==> src/rtl/spi_neopix_hub_pkg.sv <==
// rtl/spi_neopix_hub_pkg.sv - shared FSM states, status-byte layout and width helper
package spi_neopix_pkg;

   typedef enum logic [1:0] {
      IDLE   = 2'd0,
      ACTIVE = 2'd1,
      ERR    = 2'd2
   } state_t;

   // Status byte returned on MISO at the start of every frame
   localparam int BUSY_BIT   = 7;
   localparam int OVR_BIT    = 6;
   localparam int CH_LSB     = 0;
   localparam int CH_FIELD_W = 6;

   // Channel index width; a single channel still needs one bit
   function automatic int ch_w(input int num_ch);
      return (num_ch > 1) ? $clog2(num_ch) : 1;
   endfunction

endpackage

==> src/rtl/spi_neopix_hub_if.sv <==
// rtl/spi_neopix_hub_if.sv - shared received-byte bus with per-channel valid/ready
interface spi_neopix_hub_if #(
   parameter int NUM_CH = 2
);
   logic [7:0]        byte_o;
   logic [NUM_CH-1:0] byte_valid_o;
   logic [NUM_CH-1:0] byte_ready_i;

   modport master (output byte_o, output byte_valid_o, input byte_ready_i);
   modport slave  (input byte_o, input byte_valid_o, output byte_ready_i);
endinterface

==> src/rtl/spi_neopix_hub_stretch.sv <==
// rtl/spi_neopix_hub_stretch.sv - pulse stretcher for activity LEDs
module activity_stretch #(
   parameter int STRETCH_CYCLES = 5_000_000
) (
   input  logic clk_i,
   input  logic reset_n_i,
   input  logic act_i,
   output logic led_o
);
   localparam int CNT_W = $clog2(STRETCH_CYCLES + 1);

   logic [CNT_W-1:0] cnt;

   // Reload while active, then hold the LED on until the count drains to zero
   always_ff @(posedge clk_i) begin
      if (!reset_n_i) begin
         cnt   <= '0;
         led_o <= 1'b0;
      end else if (act_i) begin
         cnt   <= CNT_W'(STRETCH_CYCLES);
         led_o <= 1'b1;
      end else if (cnt != '0) begin
         cnt   <= cnt - CNT_W'(1);
         led_o <= 1'b1;
      end else begin
         led_o <= 1'b0;
      end
   end
endmodule

==> src/rtl/spi_neopix_hub.sv <==
// rtl/spi_neopix_hub.sv - SPI front end routing bytes to NeoPixel strip channels
module spi_neopix_hub
   import spi_neopix_pkg::*;
#(
   parameter int NUM_CH         = 2,
   parameter int SYNC_STAGES    = 2,
   parameter int STRETCH_CYCLES = 5_000_000
) (
   input  logic              clk_i,
   input  logic              reset_n_i,
   input  logic              sck_i,
   input  logic              mosi_i,
   input  logic [NUM_CH-1:0] ssel_n_i,
   output logic              miso_o,
   output logic              miso_oe_o,
   spi_neopix_hub_if.master  strm,
   output logic [NUM_CH-1:0] frame_start_o,
   output logic [NUM_CH-1:0] frame_end_o,
   input  logic [NUM_CH-1:0] ch_busy_i,
   output logic [NUM_CH-1:0] overrun_o,
   output logic              sel_err_o,
   output logic [NUM_CH-1:0] spi_led_o,
   output logic [NUM_CH-1:0] ws_led_o
);
   localparam int CH_W = ch_w(NUM_CH);

   function automatic logic [NUM_CH-1:0] onehot(input logic [CH_W-1:0] idx);
      logic [NUM_CH-1:0] v;
      v      = '0;
      v[idx] = 1'b1;
      return v;
   endfunction

   logic [SYNC_STAGES-1:0] sck_sync;
   logic [SYNC_STAGES-1:0] mosi_sync;
   logic [NUM_CH-1:0]      ssel_sync [SYNC_STAGES];
   logic                   sck_d;

   logic              sck_s, mosi_s, sck_rise, sck_fall;
   logic [NUM_CH-1:0] ssel_s;

   state_t            state;
   logic [CH_W-1:0]   ch;
   logic [7:0]        rx;
   logic [2:0]        bit_cnt;
   logic [7:0]        tx;

   logic [7:0]        byte_q;
   logic [NUM_CH-1:0] valid;
   logic [NUM_CH-1:0] overrun;

   logic              any_low, multi_low;
   logic [CH_W-1:0]   low_idx;
   logic [7:0]        status_byte;
   logic [7:0]        rx_next;
   logic              byte_done;
   logic [NUM_CH-1:0] ch_onehot, xfer, valid_kept, ovr_clr;
   logic              can_load;
   logic [NUM_CH-1:0] spi_act;

   // Synchronisers load idle levels on reset so no phantom edge or select appears
   always_ff @(posedge clk_i) begin
      if (!reset_n_i) begin
         sck_sync  <= '0;
         mosi_sync <= '0;
         sck_d     <= 1'b0;
         for (int s = 0; s < SYNC_STAGES; s++) ssel_sync[s] <= '1;
      end else begin
         sck_sync[0]  <= sck_i;
         mosi_sync[0] <= mosi_i;
         ssel_sync[0] <= ssel_n_i;
         for (int s = 1; s < SYNC_STAGES; s++) begin
            sck_sync[s]  <= sck_sync[s-1];
            mosi_sync[s] <= mosi_sync[s-1];
            ssel_sync[s] <= ssel_sync[s-1];
         end
         sck_d <= sck_sync[SYNC_STAGES-1];
      end
   end

   assign sck_s    = sck_sync[SYNC_STAGES-1];
   assign mosi_s   = mosi_sync[SYNC_STAGES-1];
   assign ssel_s   = ssel_sync[SYNC_STAGES-1];
   assign sck_rise = sck_s & ~sck_d;
   assign sck_fall = ~sck_s & sck_d;

   // Classify the synchronised selects: none, exactly one (and which), or several
   always_comb begin
      any_low   = 1'b0;
      multi_low = 1'b0;
      low_idx   = '0;
      for (int c = 0; c < NUM_CH; c++) begin
         if (!ssel_s[c]) begin
            if (any_low) multi_low = 1'b1;
            any_low = 1'b1;
            low_idx = CH_W'(c);
         end
      end
   end

   // Status byte for the channel about to open a frame
   always_comb begin
      status_byte                              = '0;
      status_byte[BUSY_BIT]                    = ch_busy_i[low_idx];
      status_byte[OVR_BIT]                     = overrun[low_idx];
      status_byte[CH_LSB +: CH_FIELD_W]        = CH_FIELD_W'(low_idx);
   end

   assign rx_next    = {rx[6:0], mosi_s};
   assign ch_onehot  = onehot(ch);
   assign byte_done  = (state == ACTIVE) && !ssel_s[ch] && sck_rise && (bit_cnt == 3'd7);
   assign xfer       = valid & strm.byte_ready_i;
   assign valid_kept = valid & ~xfer;
   // byte_o is shared, so a new byte may only land when no other byte is still waiting
   assign can_load   = (valid_kept == '0);
   assign ovr_clr    = (state == IDLE && any_low && !multi_low) ? onehot(low_idx) : '0;

   // Frame FSM: select decode, RX/TX shifting, MISO drive and frame pulses
   always_ff @(posedge clk_i) begin
      if (!reset_n_i) begin
         state         <= IDLE;
         ch            <= '0;
         rx            <= '0;
         bit_cnt       <= '0;
         tx            <= '0;
         miso_o        <= 1'b0;
         miso_oe_o     <= 1'b0;
         frame_start_o <= '0;
         frame_end_o   <= '0;
         sel_err_o     <= 1'b0;
      end else begin
         frame_start_o <= '0;
         frame_end_o   <= '0;
         sel_err_o     <= 1'b0;
         case (state)
            IDLE: begin
               if (multi_low) begin
                  state     <= ERR;
                  sel_err_o <= 1'b1;
               end else if (any_low) begin
                  state         <= ACTIVE;
                  ch            <= low_idx;
                  frame_start_o <= onehot(low_idx);
                  tx            <= status_byte;
                  miso_o        <= status_byte[7];
                  miso_oe_o     <= 1'b1;
                  rx            <= '0;
                  bit_cnt       <= '0;
               end
            end
            ACTIVE: begin
               if (ssel_s[ch]) begin
                  state       <= IDLE;
                  frame_end_o <= ch_onehot;
                  miso_o      <= 1'b0;
                  miso_oe_o   <= 1'b0;
                  rx          <= '0;
                  bit_cnt     <= '0;
               end else begin
                  if (sck_rise) begin
                     rx      <= rx_next;
                     bit_cnt <= bit_cnt + 3'd1;
                  end
                  if (sck_fall) begin
                     tx     <= {tx[6:0], 1'b0};
                     miso_o <= tx[6];
                  end
               end
            end
            ERR: begin
               if (&ssel_s) state <= IDLE;
            end
            default: state <= IDLE;
         endcase
      end
   end

   // Byte hand-off to the serialisers; a set of overrun wins over the frame-start clear
   always_ff @(posedge clk_i) begin
      if (!reset_n_i) begin
         byte_q  <= '0;
         valid   <= '0;
         overrun <= '0;
      end else begin
         if (byte_done && can_load) begin
            byte_q <= rx_next;
            valid  <= valid_kept | ch_onehot;
         end else begin
            valid  <= valid_kept;
         end
         if (byte_done && !can_load)
            overrun <= (overrun & ~ovr_clr) | ch_onehot;
         else
            overrun <= overrun & ~ovr_clr;
      end
   end

   assign strm.byte_o       = byte_q;
   assign strm.byte_valid_o = valid;
   assign overrun_o         = overrun;

   // Per-channel "selected" activity feeding the SPI LEDs
   always_comb begin
      spi_act = '0;
      for (int c = 0; c < NUM_CH; c++)
         spi_act[c] = (state == ACTIVE) && (ch == CH_W'(c));
   end

   for (genvar c = 0; c < NUM_CH; c++) begin : g_led
      activity_stretch #(.STRETCH_CYCLES(STRETCH_CYCLES)) u_spi_led (
         .clk_i     (clk_i),
         .reset_n_i (reset_n_i),
         .act_i     (spi_act[c]),
         .led_o     (spi_led_o[c])
      );
      activity_stretch #(.STRETCH_CYCLES(STRETCH_CYCLES)) u_ws_led (
         .clk_i     (clk_i),
         .reset_n_i (reset_n_i),
         .act_i     (ch_busy_i[c]),
         .led_o     (ws_led_o[c])
      );
   end

endmodule
==> src/flat_wrapper.sv <==
// flat-port wrapper written by rule: the top's interface ports become plain ports
module spi_neopix_hub_flat import spi_neopix_pkg::*;
#(
   parameter int NUM_CH         = 2,
   parameter int SYNC_STAGES    = 2,
   parameter int STRETCH_CYCLES = 5_000_000
)
  (clk_i, reset_n_i, sck_i, mosi_i, ssel_n_i, miso_o, miso_oe_o, frame_start_o, frame_end_o, ch_busy_i, overrun_o, sel_err_o, spi_led_o, ws_led_o, strm_byte_o, strm_byte_valid_o, strm_byte_ready_i);
  spi_neopix_hub_if #(.NUM_CH(NUM_CH)) strm_i ();
  input  logic clk_i;
  input  logic reset_n_i;
  input  logic sck_i;
  input  logic mosi_i;
  input  logic [NUM_CH-1:0] ssel_n_i;
  output logic miso_o;
  output logic miso_oe_o;
  output logic [NUM_CH-1:0] frame_start_o;
  output logic [NUM_CH-1:0] frame_end_o;
  input  logic [NUM_CH-1:0] ch_busy_i;
  output logic [NUM_CH-1:0] overrun_o;
  output logic sel_err_o;
  output logic [NUM_CH-1:0] spi_led_o;
  output logic [NUM_CH-1:0] ws_led_o;
  output wire logic [$bits(strm_i.byte_o)-1:0] strm_byte_o;
  output wire logic [$bits(strm_i.byte_valid_o)-1:0] strm_byte_valid_o;
  input wire logic [$bits(strm_i.byte_ready_i)-1:0] strm_byte_ready_i;
  assign strm_byte_o = strm_i.byte_o;
  assign strm_byte_valid_o = strm_i.byte_valid_o;
  assign strm_i.byte_ready_i = strm_byte_ready_i;
  spi_neopix_hub #(.NUM_CH(NUM_CH), .SYNC_STAGES(SYNC_STAGES), .STRETCH_CYCLES(STRETCH_CYCLES)) u_core (.clk_i(clk_i), .reset_n_i(reset_n_i), .sck_i(sck_i), .mosi_i(mosi_i), .ssel_n_i(ssel_n_i), .miso_o(miso_o), .miso_oe_o(miso_oe_o), .strm(strm_i), .frame_start_o(frame_start_o), .frame_end_o(frame_end_o), .ch_busy_i(ch_busy_i), .overrun_o(overrun_o), .sel_err_o(sel_err_o), .spi_led_o(spi_led_o), .ws_led_o(ws_led_o));
endmodule
==> config.mk <==
export PLATFORM = sky130hd
export DESIGN_NAME = spi_neopix_hub_flat
export DESIGN_NICKNAME = d
export VERILOG_FILES = /design/src/rtl/spi_neopix_hub_pkg.sv /design/src/rtl/spi_neopix_hub_if.sv /design/src/rtl/spi_neopix_hub_stretch.sv /design/src/rtl/spi_neopix_hub.sv /design/src/flat_wrapper.sv
export SDC_FILE = /design/constraint.sdc
export NUM_CORES = 1
export LEC_CHECK = 0
export ABC_AREA = 1
export BUFFER_PORTS_ARGS = -buffer_cell sky130_fd_sc_hd__buf_2
export CAP_MARGIN = 40
export CORE_MARGIN = 3
export CORE_UTILIZATION = 55
export CTS_CLUSTER_SIZE = 16
export DETAILED_ROUTE_END_ITERATION = 6
export HOLD_SLACK_MARGIN = 0.12
export PLACE_DENSITY = 0.77
export SYNTH_ARGS = -nofsm -noshare
export SYNTH_HDL_FRONTEND = slang
export SYNTH_SLANG_ARGS = --single-unit
==> constraint.sdc <==
create_clock -name clk_i -period 1.59 [get_ports clk_i]
set_input_delay 0.159 -clock clk_i [delete_from_list [all_inputs] [get_ports clk_i]]
set_output_delay 0.159 -clock clk_i [all_outputs]
set_load 0.005 [all_outputs]
==> flow_metrics.py <==
metrics = {
    "pwr": {
        "swShare_pct": 38.2,
        "irDropWorstVdd_mv": 1.14,
        "intPower_uw": 9290,
        "switchingPower_uw": 5740,
        "p_per_area_nw_per_um2": 1780,
        "p_leak_uw": 0.00384,
        "comb_power_share_pct": 39.7,
        "total_power_uw": 15000,
        "clockPowerShare_pct": 29.3,
        "seqPwrFrac_pct": 31.1,
    },
    "logic_synthesis": {
        "synth_top_area_cell": "dfxtp_1",
        "ys_seq_area_share_pct": 41.5,
        "netlist_instances": 1028,
        "synth_top_family_by_area": "simple AND/OR/NAND/NOR gates",
        "synth_seq_cells": 144,
        "synthesis.nets": 1046,
        "muxShareOfSynthArea_pct": 0,
        "synth.area.top_cells": "dfxtp_1 (41%), nand2_1 (13%), nor2_1 (12%), nand3_1 (5.8%), a21oi_1 (5.3%)",
        "synth-compound-area-share_pct": 8.88,
        "syn_area_per_cell_um2": 6.76,
        "synth_fa_ha_area_share_pct": 1.44,
        "synth_warnings": 0,
        "syn-cell-area_um2": 6950,
        "synth_xor_area_share_pct": 4.16,
        "synthSimpleGateAreaFrac_pct": 37.1,
        "synth.distinct_cells": 39,
        "yosysTopAreaCellShare_pct": 41.5,
    },
    "timing": {
        "finalSetupViolCount": 0,
        "clock_skew_ns": 0.00537,
        "timing.fmax_mhz": 666,
        "worst_pin_slew_ns": 0.354,
        "slew_headroom_pct": 76.3,
        "slew_violations": 0,
        "hold_violations": 0,
        "fin_crit_sh_pct": 94.4,
        "setup_tns_ns": 0,
        "hold_slack_ns": 0.186,
        "period_needed_ns": 1.50,
    },
    "worst_setup_path": {
        "endpoint_kind": "flip-flop",
        "required_ns": 1.92,
        "path_class": "reg -> reg",
        "r2r.worst_path.cells": 7,
        "start_kind": "flip-flop",
        "crit_path_max_fanout": 5,
        "cp_data_arrival_time_ns": 1.83,
    },
    "detailed_routing": {
        "vias": 6675,
        "drt_first_pass_iters": 5,
        "drtIter0Drc": 539,
        "viasPerCell": 5.17,
        "wire_per_inst_um": 12.9,
        "post-route-drc-count": 0,
        "drt_wl_total_um": 16700,
        "antenna_left": 0,
    },
    "place": {
        "io_buffer_count": 32,
        "gp_congestion": 0.975,
        "hpwl_um": 11700,
    },
    "layout": {
        "diodes": 0,
        "fillCellCount": 1030,
        "layout_commonest_cell": "nand2_1",
        "multi_input_area_um2": 3740,
        "syn2layout_area_growth_pct": 21.2,
        "regArea_um2": 2880,
        "finalNetCount": 1129,
        "mostFrequentLayoutCells": "nand2_1 (232), nor2_1 (212), dfxtp_1 (143)",
        "layout-drive-gt1-share_pct": 14.9,
    },
    "floorplanning": {
        "row_count": 40,
        "die_h_um": 118,
        "initial_utilization_pct": 57.1,
        "die_w_um": 118,
        "core_area_um2": 12200,
        "io_pins": 33,
        "dieArea_um2": 14000,
    },
    "clocking": {
        "cts_tree": "yes",
        "clock_path_buffers": 2,
        "postCtsSetupRepairBufs": 0,
        "cts_max_level": 4,
        "numClockSinks": 144,
        "root_buffer": "clkbuf_16",
        "clk_latency_ns": 0.43,
        "clkTransAtPathRegs_ns": 0.06,
        "cts_made_buffers": 17,
    },
    "global_routing": {
        "antenna_found_initial": 0,
        "grt_pass1_vias": 6213,
        "grt_max_degree": 26,
        "grtUsageTotal_pct": 24.2,
        "grt_pass1_wl_um": 28200,
        "grt_overflow": 0,
    },
    "worst_hold_path": {
        "min_path_type": "in -> reg",
        "hold_depth": 5,
    },
    "flow_run": {
        "cap_violations": 0,
    },
    "run_status": {
        "status": "finished, final reports clean",
    },
}
power groups by stage:
stage          logic [uW]  clock network (uW)  registers, uW
3_3_place_gp         5500                   0           4710
3_5_place_dp         5530                   0           4710
2_1_floorplan        4240                   0           4620
5_1_grt              6820                4620           4740
4_1_cts              5600                4440           4650
6_report             5960                4400           4670
registers in the layout, summed over array words and instances, names as in the netlist:
name / flops
u_core.state: 2
u_core.sck_d: 1
u_core.sck_sync: 2
u_core.miso_oe_o: 1
u_core.g_led.u_ws_led.cnt: 46
u_core.strm.byte_o: 8
u_core.frame_start_o: 2
u_core.ch: 1
u_core.sel_err_o: 1
u_core.strm.byte_valid_o: 2
u_core.tx: 7
u_core.g_led.u_spi_led.cnt: 46
u_core.bit_cnt: 3
u_core.miso_o: 1
u_core.g_led.u_spi_led.led_o: 2
u_core.frame_end_o: 2
u_core.ssel_sync: 4
u_core.g_led.u_ws_led.led_o: 2
u_core.mosi_sync: 2
u_core.overrun_o: 2
u_core.rx: 7
area by class of cell:
cell class | instances | share of cell area, %
Multi-Input combinational cell | 766 | 44.4
Clock inverter | 10 | 2.15
Tap cell | 168 | 2.50
Sequential cell | 144 | 34.2
Inverter | 100 | 4.56
Clock buffer | 22 | 5.51
Timing Repair Buffer | 82 | 6.60
timing repair:
item                                    CTS  global route
endpoints found under the setup margin    0            69
hold buffers                              8             0
resized for setup                         0            40
hold endpoints to repair                 11             0
metrics by stage:
| step | worst slack, ns | area [um^2] | util, % | std cells |
|---|---|---|---|---|
| global placement | 0.0791 | 7530 | 61.9 | 1250 |
| detailed placement | 0.0636 | 7530 | 61.9 | 1250 |
| floorplan | 0.00788 | 6950 | - | 1028 |
| finish | 0.0887 | 8420 | 69.2 | 1292 |
| CTS | 0.0189 | 8260 | 67.9 | 1290 |
| global route | -0.0108 | 8420 | 69.2 | 1292 |
cell usage after synthesis (all sizes together):
library cell and instances:
a21oi 74, nand3b 5, and3 1, a211oi 2
dfxtp 144, xor2 8, clkinv 6, nor3b 2
nor3 10, or2 11, a31oi 3, xnor2 25
nor2 230, o21ai 32, nor4 1, nand2 239
and2 3, nand4 19, nand3 86, buf 13
inv 94, a21o 5, ha 8, clkbuf 7
cells by family (layout without fill, tap and decap cells):
| kind of cell | after synthesis | after routing |
|---|---|---|
| buffers and inverters | 120 | 214 |
| xor gates and xnor gates | 33 | 33 |
| adders and majority gates | 8 | 8 |
| AOI/OAI and AO/OA | 116 | 117 |
| and+or+nand+nor | 607 | 608 |
| DFF | 144 | 144 |
final timing paths:
kind / end / slack [ns] / from
min reg2reg: u_core.ssel_sync[0][2] / 0.41 / u_core.ssel_sync[0][0]
min: u_core.g_led[0].u_ws_led.cnt[13] / 0.19 / reset_n_i
max reg2reg: u_core.g_led[0].u_ws_led.cnt[10] / 0.09 / u_core.g_led[0].u_ws_led.cnt[0]
max: u_core.g_led[0].u_ws_led.cnt[10] / 0.09 / u_core.g_led[0].u_ws_led.cnt[0]
critical path: stages, from the launching register on:
cell and delay (ns):
dfxtp_1 0.34, inv_2 0.09, ha_1 0.16, nand3_1 0.14
nor2_4 0.20, nand3_1 0.22, a31oi_1 0.19, nor2_1 0.05
routing by layer:
metal  global-route usage (%)  routed length [um]  part of all wire, %
met1                     30.7                7640                   46
met2                     40.3                8000                   48
met3                     6.65                 808                  4.8
met4                     7.53                 212                  1.3
met5                        0                   0                    0
(Power assumes the default switching activity.)
